==> config.mk <==
export PLATFORM = sky130hd
export DESIGN_NAME = ram_arbiter
export DESIGN_NICKNAME = d
export VERILOG_FILES = /design/src/rtl/ram_arbiter.sv
export SDC_FILE = /design/constraint.sdc
export NUM_CORES = 1
export LEC_CHECK = 0
export CAP_MARGIN = 10
export CORE_ASPECT_RATIO = 0.6
export CORE_MARGIN = 10
export CORE_UTILIZATION = 32
export DETAILED_ROUTE_END_ITERATION = 10
export PLACE_DENSITY = 0.77
export SKIP_CTS_REPAIR_TIMING = 1
export SLEW_MARGIN = 20
export SYNTH_ARGS = -nofsm -noshare
export SYNTH_HDL_FRONTEND = slang
export SYNTH_SLANG_ARGS = --single-unit
==> constraint.sdc <==
create_clock -name clk -period 2.4 [get_ports clk]
set_input_delay 0.72 -clock clk [delete_from_list [all_inputs] [get_ports clk]]
set_output_delay 0.72 -clock clk [all_outputs]
set_load 0.005 [all_outputs]
==> src/rtl/ram_arbiter.sv <==
// ram_arbiter: two-port arbiter in front of a single-port 2048x32 data RAM.
// Port 0 is the CPU memory stage and port 1 is a secondary master. At most one
// access is granted per cycle. The RAM read is combinational, so read data is
// captured in the granted port's rdata register and returned one cycle later.
//
// Handshake: a master holds valid/we/addr/wdata stable until it sees ready high
// at a rising edge. ready is combinational and the transfer completes in the
// cycle where valid && ready. Every accepted request (read or write) produces
// exactly one rvalid pulse on the next cycle. For a write, rdata carries the
// pre-write content of the address.
//
// Configuration macro RAM_ARB_ROUND_ROBIN_EN:
//   defined   -> round-robin on contention (loser of the last grant wins).
//   undefined -> port 0 priority; port 1 is forced through after STARVE_LIMIT
//                consecutive denied cycles.
module ram_arbiter #(
  parameter int ADDR_W       = 11,
  parameter int DATA_W       = 32,
  parameter int STARVE_LIMIT = 4
) (
  input  logic              clk,
  input  logic              rst,
  input  logic              m0_valid,
  output logic              m0_ready,
  input  logic              m0_we,
  input  logic [ADDR_W-1:0] m0_addr,
  input  logic [DATA_W-1:0] m0_wdata,
  output logic              m0_rvalid,
  output logic [DATA_W-1:0] m0_rdata,
  input  logic              m1_valid,
  output logic              m1_ready,
  input  logic              m1_we,
  input  logic [ADDR_W-1:0] m1_addr,
  input  logic [DATA_W-1:0] m1_wdata,
  output logic              m1_rvalid,
  output logic [DATA_W-1:0] m1_rdata,
  output logic              ram_we,
  output logic [ADDR_W-1:0] ram_addr,
  output logic [DATA_W-1:0] ram_wdata,
  input  logic [DATA_W-1:0] ram_rdata
);

  // Arbitration state: last winner (1 = port 1) and port 1 denial counter.
  logic       last_grant;
  logic [3:0] starve_cnt;

  logic              win0;
  logic              win1;
  logic              rvalid0_q;
  logic              rvalid1_q;
  logic [DATA_W-1:0] rdata0_q;
  logic [DATA_W-1:0] rdata1_q;

  // Grant decision; a lone requester always wins.
  always_comb begin
    win0 = 1'b0;
    win1 = 1'b0;
`ifdef RAM_ARB_ROUND_ROBIN_EN
    win1 = m1_valid && (!m0_valid || !last_grant);
`else
    win1 = m1_valid && (!m0_valid || (starve_cnt == 4'(STARVE_LIMIT)));
`endif
    win0 = m0_valid && !win1;
  end

  // Handshake and RAM port; no grant is issued while reset is asserted.
  assign m0_ready  = win0 && !rst;
  assign m1_ready  = win1 && !rst;
  assign ram_we    = (m0_ready && m0_we) || (m1_ready && m1_we);
  assign ram_addr  = m1_ready ? m1_addr  : m0_addr;
  assign ram_wdata = m1_ready ? m1_wdata : m0_wdata;

  // Responses are masked during reset so a response launched in the cycle
  // before reset never becomes visible.
  assign m0_rvalid = rvalid0_q && !rst;
  assign m1_rvalid = rvalid1_q && !rst;
  assign m0_rdata  = rst ? '0 : rdata0_q;
  assign m1_rdata  = rst ? '0 : rdata1_q;

  // Response capture, grant history and starvation counter.
  always_ff @(posedge clk) begin
    if (rst) begin
      rvalid0_q  <= 1'b0;
      rvalid1_q  <= 1'b0;
      rdata0_q   <= '0;
      rdata1_q   <= '0;
      last_grant <= 1'b1;
      starve_cnt <= 4'd0;
    end else begin
      rvalid0_q <= m0_ready;
      rvalid1_q <= m1_ready;
      if (m0_ready) rdata0_q <= ram_rdata;
      if (m1_ready) rdata1_q <= ram_rdata;
      if (m0_ready || m1_ready) last_grant <= m1_ready;
`ifdef RAM_ARB_ROUND_ROBIN_EN
      starve_cnt <= 4'd0;
`else
      if (m1_valid && !m1_ready) starve_cnt <= starve_cnt + 4'd1;
      else                       starve_cnt <= 4'd0;
`endif
    end
  end

endmodule

* Word level (Yosys, flattened, before mapping)
Index checks and enable logic that the tools add are counted.
** Word-level totals
- Flip-flop bits (word level) :: 70
- Input bits :: 124
- Output and inout bits :: 112
** Operators by class
- Add/sub/neg operators :: 1
- Eq/ne operators :: 1
- Multiplexer cells :: 4
- Bitwise logic cells :: 1
- Reduce and logical (&&, ||, !) cells :: 16
** Operators by type and width (number)
- two-way mux 32 bit :: 3
- two-way mux 11 bit :: 1
- logical AND 1 bit :: 9
- adder 4 x 1 -> 4 bit, second input constant :: 1
- equality test 4 x 3 -> 1 bit, second input constant :: 1
- zero test 1 bit :: 4
- logical OR 1 bit :: 2
- OR reduction 2 bit :: 1
- NOT 1 bit :: 1

* Logic depth before layout (Yosys ltp)
Gate-level depths: netlist (run 1).
- Word-level depth :: 8
- Gate-level depth with buffers :: 7
- Depth with buffers taken out :: 5

* Least setup slack after synthesis (run 1)
Ideal clock, no wire load.
- Path type :: input-to-output
- From :: input rst
- To :: output ram_addr[4]
- Arrival time :: 1.750 ns
- Slack :: -0.070 ns
- Stages on the path :: 5
- Buffers on the path :: 2
- Path through :: nand2b_1 > a21oi_2 > buf_6 > buf_6 > mux2_2
** On the way
- Cells in the longest elaborated chain, start to end :: 3
** RTL lines
- from (decl) :: line 22 : input logic rst,
- zero test 1 bit :: line 68 : assign m1_ready = win1 && !rst;
- logical AND 1 bit :: line 68
- two-way mux 11 bit :: line 70 : assign ram_addr = m1_ready ? m1_addr : m0_addr;
- to (decl) :: line 38 : output logic [ADDR_W-1:0] ram_addr,
Every way passes these cells.

* Worst setup path in the final report (run 1)
- From :: input rst
- To :: output m1_ready
** On the way
- Cells in the longest elaborated chain, start to end :: 2
** RTL lines
- zero test 1 bit :: line 68
- logical AND 1 bit :: line 68
- to (decl) :: line 31 : output logic m1_ready,
Every way passes these cells.

==> results.py, run 1 <==
metrics = {
    "timing": {
        "finClkSkew_ns": 0.00369,
        "finalCriticalPeriod_ns": 2.74,
        "rsz0062_at_grt": "true",
        "setup_viol": 45,
        "setup_ws_ns": -0.340,
        "slew_violations": 0,
        "relSlewSlack_pct": 84.6,
        "fmax_mhz": 365,
        "final.period_utilization_pct": 114,
        "worst_pin_slew_ns": 0.230,
        "hold_viol": 0,
    },
    "worst_setup_path": {
        "cp-end-kind": "output pin",
        "ff2ff_path_depth": 10,
        "cp.required_ns": 1.68,
        "crit_type": "in -> out",
        "path_cells": "buf_2 > nand2b_4 > a21oi_4 > buf_4 > clkbuf_16 > buf_4 > clkdlybuf4s50_1",
        "cp_max_fo": 4,
        "slowest_delay_ns": 0.49,
        "worstPathArrival_ns": 2.02,
        "timing.critical_path.mode_cell": "buf_4",
        "start_kind": "input port",
        "critPathSlowestCell": "clkdlybuf4s50_1",
    },
    "power": {
        "pwr-share-clk_pct": 40.7,
        "p_seq_share_pct": 35.5,
        "pwr-share-comb_pct": 23.8,
        "swShare_pct": 22.2,
        "irDropWorstVdd_mv": 0.406,
        "power_leakage_nw": 4.22,
        "switchingPower_uw": 782,
        "powerDensity_nw_per_um2": 490,
        "intPower_mw": 2.75,
        "finalPower_mw": 3.53,
    },
    "place": {
        "port_buffers": 235,
        "post-dp-hpwl_um": 10300,
        "preCtsSetupSlack_ns": -0.959,
        "gp_congestion": 0.775,
    },
    "floorplanning": {
        "core-area_um2": 10500,
        "dieArea_um2": 15400,
        "io_pins": 236,
        "initial_core_util_pct": 32.7,
        "fp-row-count": 29,
        "fp.dieW_um": 154,
        "die_y_um": 100,
    },
    "run_status": {
        "failed_checks": "setup timing",
        "outcome": "complete, but fails checks",
    },
    "clock_network": {
        "cts_tree": "yes",
        "cts_made_buffers": 9,
        "max-clock-path-buffers": 2,
        "clkSlewWorstSetupHoldPaths_ns": 0.06,
        "cts.sinks": 70,
        "cts_root_buf": "clkbuf_16",
        "clk_latency_ns": 0.33,
        "h-tree-depth": 3,
    },
    "synth": {
        "netlist_area_um2": 3440,
        "ys_warn_count": 0,
        "synth_cells": 284,
        "synthesis.nets": 410,
        "seq_area_frac_synth_pct": 40.7,
        "synth_area_per_cell_um2": 12.1,
        "ys_ff_latch": 70,
        "synth_edf_count": 0,
        "ys.flop_type": "dfxtp_1",
        "synthArstFlopShare_pct": 0,
        "ys_types": 23,
    },
    "run": {
        "cap_violations": 0,
    },
    "finish": {
        "drive_gt1_share_pct": 47.0,
        "diodes": 0,
        "final_util_pct": 68.4,
        "final_cell_mix": "clkdlybuf4s50_1 (121), dlymetal6s2s_1 (71), dfxtp_1 (68), mux2_4 (66), buf_4 (44)",
        "fin_nets": 700,
        "syn_to_final_growth_pct": 109,
        "final_common_cell": "clkdlybuf4s50_1",
    },
    "route": {
        "wl_met1_um": 6160,
        "met3_length_um": 1150,
        "drcViolationCount": 0,
        "antenna_left": 0,
        "routed.top_layer": "met4",
        "drtPass1Iterations": 5,
        "vias_per_cell": 4.48,
        "wirelength_um": 14700,
        "num_vias": 3220,
        "dr_wl_met2_um": 7190,
        "drtIter0Drc": 70,
        "wl_per_cell_um": 20.4,
    },
    "hold_path": {
        "hold_path.class": "reg -> reg",
        "whs_path_depth": 2,
    },
    "global_routing": {
        "track_usage_pct": 15.4,
        "grt-ovfl-total": 0,
        "grt_antenna_before_repair": 0,
        "grt_pass1_vias": 3382,
        "grt_max_degree": 35,
        "grt_pass1_wl_um": 19100,
    },
}
-- critical path, delay by kind of cell --
kind | cells | cell delay [ns]
AO/OA/AOI/OAI | 1 | 0.16
buffers and inverters | 5 | 0.98
AND/OR/NAND/NOR | 1 | 0.15
-- final timing paths --
| path | startpoint | to | slack, ns |
|---|---|---|---|
| hold reg to reg | starve_cnt[0] | starve_cnt[0] | 0.53 |
| hold / removal | starve_cnt[0] | starve_cnt[0] | 0.53 |
| setup / recovery | rst | m1_ready | -0.34 |
| setup reg to reg | starve_cnt[1] | rdata1_q[12] | 0.40 |
-- synth_stat cells, drive strengths merged (2+ instances only) --
cell type	instances	area, um2
and2b	14	105
clkbuf	6	23.8
buf	13	115
ha	2	25.0
nor2b	52	325
inv	5	18.8
a21oi	2	13.8
o211a	2	20.0
nor3	4	20.0
mux2	107	1310
dfxtp	70	1400
-- per-stage QoR --
step / cell area (um2) / cells / hold WS, ns / TNS [ns]
after floorplan: 3450 / 284 / 0.451 / 0
after global placement: 6110 / 674 / 0.511 / -57.49
after detailed placement: 6110 / 674 / 0.525 / -60.71
after CTS: 6440 / 690 / 0.531 / -60.28
after global routing: 7200 / 718 / 0.550 / -13.22
final: 7200 / 718 / 0.526 / -10.85
-- routing by layer --
metal,vias to the layer above,GRT usage [%]
li1,1544,-
met1,1543,18.3
met2,117,25.2
met3,16,7.13
met4,0,3.11
met5,-,0
-- kinds of logic (layout without fill, tap and decap cells) --
| family | after synthesis | after routing | synth area share (%) |
|---|---|---|---|
| adder cells (fa/ha/maj) | 2 | 2 | 0.727 |
| multiplexers | 107 | 107 | 38.1 |
| buffers and inverters | 24 | 319 | 4.58 |
| AO/OA/AOI/OAI | 5 | 5 | 1.24 |
| XOR/XNOR | 2 | 2 | 0.509 |
| flip-flops | 70 | 70 | 40.7 |
| AND/OR/NAND/NOR | 74 | 74 | 14.1 |
-- registers in the layout, indices dropped and copies added, names as in the netlist --
signal	count
rdata0_q	32
rdata1_q	32
rvalid0_q	1
rvalid1_q	1
starve_cnt	4
-- layout make-up --
class / count / area, um2
Tap cell: 139 / 174
Multi-Input combinational cell: 190 / 2170
Clock buffer: 10 / 239
Timing Repair Buffer: 298 / 3100
Fill cell: 774 / 3320
Sequential cell: 70 / 1400
Clock inverter: 6 / 85.1
Inverter: 5 / 18.8
-- power groups by stage --
| stage | registers, mW | clock network [mW] | logic, mW |
|---|---|---|---|
| final | 1.25 | 1.44 | 0.840 |
| after CTS | 1.25 | 1.47 | 0.756 |
| after global routing | 1.26 | 1.52 | 0.891 |
| after detailed placement | 1.27 | 0 | 0.749 |
| after global placement | 1.27 | 0 | 0.735 |
| after floorplan | 1.27 | 0 | 0.274 |
Note: power is estimated with default switching activity, not from simulation.
==> run 2: changes to the inputs <==
--- a/config.mk
+++ b/config.mk
@@ -7,7 +7,6 @@
 export LEC_CHECK = 0
 export CAP_MARGIN = 10
 export CORE_ASPECT_RATIO = 0.6
-export CORE_MARGIN = 10
 export CORE_UTILIZATION = 32
 export DETAILED_ROUTE_END_ITERATION = 10
 export PLACE_DENSITY = 0.77
==> results.py, run 2 (synthesis gave the netlist of run 1 again) <==
metrics = {
    "global_routing": {
        "grt-ovfl-total": 0,
        "grt_antenna_before_repair": 0,
        "track_usage_pct": 17.3,
        "grt_max_degree": 44,
        "grt_pass1_wl_um": 14800,
        "grt_pass1_vias": 2964,
    },
    "worst_setup_path": {
        "timing.rr.end": "rdata0_q[6]",
        "cp_max_fo": 6,
        "crit_type": "in -> out",
        "worstPathArrival_ns": 1.96,
        "slowest_delay_ns": 0.30,
        "path_delay_family": "buffers and inverters",
        "cp.required_ns": 1.68,
        "ff2ff_path_depth": 8,
        "rr_startpoint": "starve_cnt[1]",
        "start_kind": "input port",
        "cp.buffers_inverters": 5,
        "r2r_slack_ns": 0.32,
        "critPathSlowestCell": "mux2_4",
        "path_cells": "buf_2 > nand2b_4 > a21oi_4 > buf_12 > buf_8 > clkbuf_16 > mux2_4 > buf_6",
        "cp-end-kind": "output pin",
    },
    "finish": {
        "diodes": 0,
        "design_area_um2": 7130,
        "fillers": 724,
        "fin_nets": 694,
        "final_cell_mix": "clkdlybuf4s50_1 (128), mux2_4 (71), dfxtp_1 (68), dlymetal6s2s_1 (61)",
        "final_common_cell": "clkdlybuf4s50_1",
        "instances_no_fill": 706,
        "final_util_pct": 70.2,
        "syn_to_final_growth_pct": 107,
        "drive_gt1_share_pct": 48.3,
        "reg_top3": "rdata0_q: 32 flops, rdata1_q: 32 flops, starve_cnt: 4 flops",
    },
    "place": {
        "post-dp-hpwl_um": 7800,
        "dp_cells": 669,
        "gp_congestion": 0.757,
        "port_buffers": 235,
        "post_dp_cell_area_um2": 6120,
    },
    "floorplanning": {
        "die_y_um": 82.3,
        "fp.dieW_um": 136,
        "dieArea_um2": 11200,
        "initial_core_util_pct": 33.9,
        "io_pins": 236,
        "core-area_um2": 10200,
        "fp-row-count": 28,
    },
    "route": {
        "num_vias": 3135,
        "drtPass1Iterations": 3,
        "wirelength_um": 11600,
        "vias_per_cell": 4.44,
        "drcViolationCount": 0,
        "drtIter0Drc": 41,
        "wl_per_cell_um": 16.5,
        "antenna_left": 0,
    },
    "timing": {
        "hold_viol": 0,
        "finClkSkew_ns": 0.00502,
        "fmax_mhz": 373,
        "finalCriticalPeriod_ns": 2.68,
        "final.period_utilization_pct": 112,
        "relSlewSlack_pct": 58.3,
        "timing.hold.ws_ns": 0.526,
        "slew_violations": 0,
        "setup_ws_ns": -0.279,
        "setup_viol": 56,
        "worst_pin_slew_ns": 0.625,
        "rsz0062_at_grt": "true",
    },
    "hold_path": {
        "min-delay-start": "starve_cnt[0]",
        "hold_path.class": "reg -> reg",
        "min_to": "starve_cnt[0]",
        "whs_path_depth": 2,
    },
    "run_status": {
        "outcome": "complete, but fails checks",
        "failed_checks": "setup timing",
    },
    "clock_network": {
        "clk_latency_ns": 0.32,
        "cts_root_buf": "clkbuf_16",
        "max-clock-path-buffers": 2,
        "clkSlewWorstSetupHoldPaths_ns": 0.05,
        "cts.sinks": 70,
        "h-tree-depth": 3,
        "cts_tree": "yes",
        "cts_made_buffers": 9,
    },
    "run": {
        "cap_violations": 0,
    },
    "power": {
        "powerDensity_nw_per_um2": 453,
        "irDropWorstVdd_mv": 0.355,
        "power_leakage_nw": 4.04,
    },
}
run 2: changes by cell type in the layout (fill, tap and decap cells not counted), sizes merged:
cell	delta
clkinvlp	-2
clkdlybuf4s50	+7
bufinv	-2
dlymetal6s2s	-10
clkbuf	+10
buf	-11
run 2: how the worst max path moves through the flow:
stage	from	end	slack (ns)	depth (start not counted)
CTS	m1_valid	ram_wdata[28]	-0.90	6
global route	starve_cnt[0]	ram_wdata[19]	-0.32	9
detailed placement	m1_valid	ram_wdata[28]	-0.90	6
floorplan	rst	ram_addr[4]	0.005	5
global placement	m1_valid	ram_wdata[27]	-0.88	6
finish	rst	ram_wdata[19]	-0.28	8
run 2: metal layers:
| metal | GRT usage (%) | part of all wire, % | up-vias |
|---|---|---|---|
| li1 | - | - | 1536 |
| met1 | 21.0 | 44 | 1500 |
| met2 | 28.4 | 48 | 95 |
| met3 | 7.51 | 7.5 | 4 |
| met4 | 3.71 | 0.42 | 0 |
| met5 | 0 | 0 | - |
run 2: power by group:
part / internal (mW) / total (mW) / switching [mW]
clock network: 0.712 / 1.15 / 0.443
registers: 1.24 / 1.25 / 0.0159
logic: 0.575 / 0.825 / 0.250
total: 2.52 / 3.23 / 0.709
run 2: metrics by stage:
step	TNS, ns	worst slack [ns]	power (mW)
3_5_place_dp	-71.76	-0.901	2.01
5_1_grt	-14.13	-0.315	3.37
6_report	-11.86	-0.279	3.23
4_1_cts	-59.68	-0.905	3.18
2_1_floorplan	0	0.00501	1.54
3_3_place_gp	-70.24	-0.877	2.00
run 2: layout make-up:
cell class	count	area, um2	area share, %
repair buffers	292	3010	42.2
well taps	135	169	2.37
clock inverters	2	10.0	0.140
clock buffers	12	246	3.46
inverters	5	18.8	0.263
flip-flops and latches	70	1400	19.7
multi-input cells	190	2270	31.8
run 2: worst register-to-register path, cell delays in order (launching register included):
cell	delay [ns]
dfxtp_2	0.33
inv_2	0.04
ha_4	0.16
nand3b_4	0.09
buf_4	0.13
o211a_4	0.19
buf_12	0.11
buf_4	0.51
mux2_2	0.42
